--- config.mk ---
export PLATFORM = sky130hd
export DESIGN_NAME = shift_out_driver
export DESIGN_NICKNAME = d
export VERILOG_FILES = /design/src/rtl/shift_out_driver.sv
export SDC_FILE = /design/constraint.sdc
export NUM_CORES = 1
export LEC_CHECK = 0
export ABC_AREA = 1
export BUFFER_PORTS_ARGS = -buffer_cell sky130_fd_sc_hd__buf_2
export CAP_MARGIN = 30
export CORE_MARGIN = 5
export CORE_UTILIZATION = 25
export DETAILED_ROUTE_END_ITERATION = 16
export PLACE_DENSITY = 0.46
export SLEW_MARGIN = 20
export SYNTH_ARGS = -nofsm -noshare
export SYNTH_HDL_FRONTEND = slang
export SYNTH_SLANG_ARGS = --single-unit
--- constraint.sdc ---
create_clock -name i_CLK -period 1.65 [get_ports i_CLK]
set_clock_uncertainty 0.15 [all_clocks]
set_input_delay 0.165 -clock i_CLK [delete_from_list [all_inputs] [get_ports i_CLK]]
set_output_delay 0.165 -clock i_CLK [all_outputs]
set_load 0.01 [all_outputs]
--- src/rtl/shift_out_driver.sv ---
// Serial shift-out driver for daisy-chained shift registers (e.g. 74HC595):
// clocks CHANNELS parallel lanes out on a shared SCLK, then pulses a latch strobe.
module shift_out_driver #(
    parameter int DATA_W       = 16,
    parameter int CHANNELS     = 1,
    parameter int CLK_DIV      = 4,
    parameter int MSB_FIRST    = 1,
    parameter int LATCH_CYCLES = 2
) (
    input  logic                         i_CLK,
    input  logic                         i_RESET,
    input  logic [CHANNELS*DATA_W-1:0]   i_Data,
    input  logic                         i_Load,
    input  logic                         i_AutoRefresh,
    output logic [CHANNELS-1:0]          o_SData,
    output logic                         o_SCLK,
    output logic                         o_Latch,
    output logic                         o_Busy,
    output logic                         o_Done
);

    localparam int BIT_W = $clog2(DATA_W + 1);
    localparam int DIV_W = $clog2(CLK_DIV + 1);
    localparam int LAT_W = $clog2(LATCH_CYCLES + 1);

    localparam logic [BIT_W-1:0] BIT_LAST = BIT_W'(DATA_W - 1);
    localparam logic [DIV_W-1:0] DIV_LAST = DIV_W'(CLK_DIV - 1);
    localparam logic [LAT_W-1:0] LAT_LAST = LAT_W'(LATCH_CYCLES - 1);

    typedef enum logic [1:0] {
        IDLE,
        SHIFT,
        LATCH
    } state_t;

    state_t                       state_q, state_d;
    logic [CHANNELS*DATA_W-1:0]   shadow_q, shadow_d;
    logic [BIT_W-1:0]             bitCnt_q, bitCnt_d;
    logic [DIV_W-1:0]             divCnt_q, divCnt_d;
    logic [LAT_W-1:0]             latchCnt_q, latchCnt_d;
    logic                         sclkPhase_q, sclkPhase_d;
    logic                         done_q, done_d;

    always_ff @(posedge i_CLK or posedge i_RESET) begin
        if (i_RESET) begin
            state_q     <= IDLE;
            shadow_q    <= '0;
            bitCnt_q    <= '0;
            divCnt_q    <= '0;
            latchCnt_q  <= '0;
            sclkPhase_q <= 1'b0;
            done_q      <= 1'b0;
        end else begin
            state_q     <= state_d;
            shadow_q    <= shadow_d;
            bitCnt_q    <= bitCnt_d;
            divCnt_q    <= divCnt_d;
            latchCnt_q  <= latchCnt_d;
            sclkPhase_q <= sclkPhase_d;
            done_q      <= done_d;
        end
    end

    always_comb begin
        state_d     = state_q;
        shadow_d    = shadow_q;
        bitCnt_d    = bitCnt_q;
        divCnt_d    = divCnt_q;
        latchCnt_d  = latchCnt_q;
        sclkPhase_d = sclkPhase_q;
        done_d      = 1'b0;

        case (state_q)
            IDLE: begin
                if (i_Load || i_AutoRefresh) begin
                    state_d     = SHIFT;
                    shadow_d    = i_Data;
                    bitCnt_d    = '0;
                    divCnt_d    = '0;
                    sclkPhase_d = 1'b0;
                end
            end

            SHIFT: begin
                if (divCnt_q == DIV_LAST) begin
                    divCnt_d    = '0;
                    sclkPhase_d = ~sclkPhase_q;
                    if (sclkPhase_q) begin
                        // The last bit is not shifted away so LATCH keeps presenting it.
                        if (bitCnt_q == BIT_LAST) begin
                            state_d     = LATCH;
                            latchCnt_d  = '0;
                            sclkPhase_d = 1'b0;
                        end else begin
                            bitCnt_d = bitCnt_q + BIT_W'(1);
                            for (int k = 0; k < CHANNELS; k++) begin
                                if (MSB_FIRST != 0)
                                    shadow_d[k*DATA_W +: DATA_W] = {shadow_q[k*DATA_W +: DATA_W-1], 1'b0};
                                else
                                    shadow_d[k*DATA_W +: DATA_W] = {1'b0, shadow_q[k*DATA_W+1 +: DATA_W-1]};
                            end
                        end
                    end
                end else begin
                    divCnt_d = divCnt_q + DIV_W'(1);
                end
            end

            LATCH: begin
                if (latchCnt_q == LAT_LAST) begin
                    state_d = IDLE;
                    done_d  = 1'b1;
                end else begin
                    latchCnt_d = latchCnt_q + LAT_W'(1);
                end
            end

            default: state_d = IDLE;
        endcase
    end

    // Outputs decode straight from registered state so reset clears them without a clock.
    always_comb begin
        o_SData = '0;
        if (state_q != IDLE) begin
            for (int k = 0; k < CHANNELS; k++) begin
                if (MSB_FIRST != 0)
                    o_SData[k] = shadow_q[k*DATA_W + DATA_W - 1];
                else
                    o_SData[k] = shadow_q[k*DATA_W];
            end
        end
    end

    assign o_SCLK  = (state_q == SHIFT) && sclkPhase_q;
    assign o_Latch = (state_q == LATCH);
    assign o_Busy  = (state_q != IDLE);
    assign o_Done  = done_q;

endmodule

==> Implementation_results.wiki <==
{| class="wikitable"
! Metric !! Value
|-
| Max FO, Critical Path || 20
|-
| Post-route ant nets || 0
|-
| Final worst path period need || 1.75 ns
|-
| Violations in the final reports || negative setup slack
|-
| Maximum clock frequency || 570 MHz
|-
| Met3 demand-to-capacity share in global routing || 2.42%
|-
| Hold path start || i_Data[6]
|-
| Number of sinks on the clock net || 30
|-
| Final Util || 32.8%
|-
| Post-detailed-routing wire length || 3.60 mm
|-
| Number of cells produced by synthesis || 223
|-
| Most frequent cells in the layout || sky130_fd_sc_hd__nand2_1 (117), sky130_fd_sc_hd__dfrtp_1 (28), sky130_fd_sc_hd__buf_2 (24)
|-
| Total number of vias || 1375
|-
| Critical-path cell with the highest stage delay || sky130_fd_sc_hd__dfrtp_1
|-
| CORE AREA || 0.00631 sq mm
|-
| Status || finished, violations left
|-
| Detailed placer's ending HPWL || 2.44 mm
|-
| Arrival time of the worst setup path || 1.82 ns
|-
| Pin count of the biggest net entering global routing || 31
|-
| Layout area overhead || 28.8%
|-
| First-pass DRT Iterations || 4
|-
| Total count of max-transition violations in the final report || 0
|-
| Reported leakage power || 1.16 nW
|-
| Initial Utilization || 25.5%
|-
| Maximum resistive drop on vdd || 0.381 mV
|-
| Total die area || 0.00814 sq mm
|-
| End of the worst hold path || shadow_q[6]
|-
| Root buf cell || sky130_fd_sc_hd__clkbuf_8
|-
| Fraction of post-synthesis cell area in the top cell type by area || 46.7%
|-
| Worst-skew pair later-pin latency || 0.28 ns
|-
| Clock tree from TritonCTS || yes
|-
| Clock slew at reported path FFs || 0.06 ns
|-
| Vias in the first global route || 1402
|-
| FP Rows || 29
|-
| Data required time of the worst path || 1.72 ns
|-
| Number of inserted diodes || 0
|-
| Initial antenna violation count || 0
|-
| Number of buffers between clock root and the deepest sink || 2
|-
| Routed len/inst || 10.6 um
|-
| Type of element capturing the critical path || register
|-
| Net total in the final layout || 284
|-
| Final worst slack || -0.105 ns
|-
| Share of the clock period used by the worst path || 106%
|-
| Number of DRC markers after the initial detailed-route iteration || 41
|-
| Critical Path Max Stage Delay || 0.38 ns
|-
| Boundary pin count || 25
|-
| Yosys reg bits || 30
|-
| Num CTS Buffers || 5
|-
| Synthesized cell area || 0.00161 sq mm
|-
| Pwr/cell area || 711 mW/mm^2
|-
| Number of endpoints with negative hold slack in the final report || 0
|-
| Worst Reg-to-Reg Cells || 10
|-
| Die width || 90.2 um
|-
| Top cell family by delay on the critical path || simple AND/OR/NAND/NOR gates
|-
| Worst slew margin relative to its limit || 73.1%
|-
| Total congestion overflow || 0
|-
| First-pass GRT wire length || 6.59 mm
|-
| GRT met1 Usage || 12.5%
|-
| Routing layer with the top usage in global route || met2
|-
| Vertical die dimension || 90.2 um
|-
| Number of H-tree levels || 2
|-
| Cell taking the most area after synthesis || sky130_fd_sc_hd__dfrtp_1
|-
| Met2 Track Usage GR || 15.7%
|-
| Number of fillers in the final layout || 707
|-
| Class of the worst hold path || primary input to register
|-
| Netlist cell types || 20
|-
| Mean instance size in the synthesized netlist || 7.21 sq um
|-
| Buffering stage count on the worst path with inverters included || 1
|-
| Number of warnings issued by yosys || 0
|-
| Routability Congestion || 0.723
|-
| Worst slew pin tran || 0.404 ns
|-
| Startpoint types || register
|-
| Total DRC errors in the routed layout || 0
|-
| Most frequent standard cell in the layout excluding fill and tap cells || sky130_fd_sc_hd__nand2_1
|-
| Total routing usage reported by global routing || 9.85%
|-
| Register area share after synthesis || 46.7%
|-
| Net count after synthesis || 247
|-
| Design Power || 1.47 mW
|-
| Worst reg2reg path endpoint || shadow_q[5]
|-
| List of cells traversed by the critical path || ha_2 > nand2_2 > nor2_2 > ha_2 > a21oi_4 > nand3_2 > nor2_4 > buf_12 > nand2_1 > nand2_1
|-
| Final-report setup violation count || 21
|-
| Critical path class || register to register
|-
| RSZ-0062 raised after global routing || true
|-
| Proportion of layout cells with a drive suffix above 1 || 28.4%
|-
| Number of port buffers || 24
|-
| Via density || 4.07
|-
| FF-to-FF Start || bitCnt_q[1]
|-
| Reg-to-reg slack, setup || -0.10 ns
|-
| Cells on Worst Hold Path || 5
|-
| Main area contributors after synthesis || sky130_fd_sc_hd__dfrtp_1 (47%), sky130_fd_sc_hd__nand2_1 (29%), sky130_fd_sc_hd__nor2_1 (4.0%)
|-
| Max-cap violations || 0
|}
-- repair_timing --
action / 4_1_cts / 5_1_grt
buffers inserted: 0 / 4
pin swaps: 2 / 2
endpoints found under the hold margin: 30 / 0
gates resized for setup: 2 / 10
setup endpoints to repair: 21 / 24
hold buffers: 1 / 0
-- stage by stage --
stage	TNS, ns	cells	instance area (sq um)	hold slack (ns)	worst slack [ns]
2_1_floorplan	-0.140	223	1630	0.106	-0.0175
3_5_place_dp	-2.08	325	1880	0.136	-0.118
4_1_cts	-2.21	334	2010	0.0151	-0.123
3_3_place_gp	-1.36	325	1880	0.134	-0.0824
6_report	-1.88	338	2070	0.0286	-0.105
5_1_grt	-4.37	338	2070	0.0460	-0.235
-- routing by layer --
layer	wire [um]	up-vias
met5	0	-
met2	1690	20
met3	88	6
li1	-	744
met1	1760	605
met4	64	0
-- state kept, by name, indices dropped and copies added, names as in the netlist --
register / cells
bitCnt_q: 5
divCnt_q: 3
latchCnt_q: 2
o_Done: 1
sclkPhase_q: 1
shadow_q: 16
state_q: 2
-- kinds of logic after synthesis --
kind of cell | after synthesis | synth area share (%)
simple gates | 158 | 40.5
flops | 30 | 46.7
buf+inv | 25 | 7.70
compound gates | 6 | 1.95
fa+ha+maj | 4 | 3.11
-- area by class of cell --
| class | instances | area [sq um] | area share (%) |
|---|---|---|---|
| Timing Repair Buffer | 38 | 265 | 12.8 |
| Tap cell | 77 | 96.3 | 4.65 |
| Sequential cell | 30 | 753 | 36.4 |
| Clock buffer | 8 | 110 | 5.32 |
| Multi-Input combinational cell | 168 | 782 | 37.8 |
| Inverter | 17 | 63.8 | 3.08 |
-- where the power goes --
| part | internal, mW | switching, mW | total (mW) | leakage, nW |
|---|---|---|---|---|
| Sequential | 0.736 | 0 | 0.736 | 0.397 |
| Clock | 0.421 | 0.273 | 0.694 | 0.0575 |
| Combinational | 0.0193 | 0.0225 | 0.0418 | 0.705 |
| Total | 1.18 | 0.296 | 1.47 | 1.16 |
-- how the worst max path moves through the flow --
| stage | start | endpoint | slack [ns] | cells past startpoint |
|---|---|---|---|---|
| global route | bitCnt_q[1] | shadow_q[4] | -0.24 | 10 |
| detailed placement | bitCnt_q[1] | shadow_q[5] | -0.12 | 10 |
| global placement | bitCnt_q[1] | shadow_q[2] | -0.08 | 10 |
| CTS | bitCnt_q[1] | shadow_q[5] | -0.12 | 10 |
| floorplan | bitCnt_q[0] | bitCnt_q[0] | -0.02 | 10 |
| finish | bitCnt_q[1] | shadow_q[5] | -0.10 | 10 |
-- synth_stat cells --
cell,n
sky130_fd_sc_hd__inv_1,15
sky130_fd_sc_hd__a21oi_1,3
sky130_fd_sc_hd__nand2_1,123
sky130_fd_sc_hd__ha_1,4
sky130_fd_sc_hd__nor2_2,2
sky130_fd_sc_hd__nor2_1,17
sky130_fd_sc_hd__a31oi_1,1
sky130_fd_sc_hd__buf_2,3
sky130_fd_sc_hd__nor2_4,1
sky130_fd_sc_hd__nand2_2,6
sky130_fd_sc_hd__nand4_2,1
sky130_fd_sc_hd__nand3_2,2
sky130_fd_sc_hd__o21ai_0,2
sky130_fd_sc_hd__buf_6,2
sky130_fd_sc_hd__inv_2,2
sky130_fd_sc_hd__buf_4,3
sky130_fd_sc_hd__dfrtp_1,30
sky130_fd_sc_hd__nand3_1,3
sky130_fd_sc_hd__or2_2,2
sky130_fd_sc_hd__nor3_1,1
-- tightest hold or removal path, cell delays in order --
cell and delay [ns]:
sky130_fd_sc_hd__buf_2 0.08, sky130_fd_sc_hd__nand2_1 0.04, sky130_fd_sc_hd__nand2_1 0.05, sky130_fd_sc_hd__nand2_1 0.05
sky130_fd_sc_hd__nand2_1 0.04
Power figures use the tool's default switching activity.
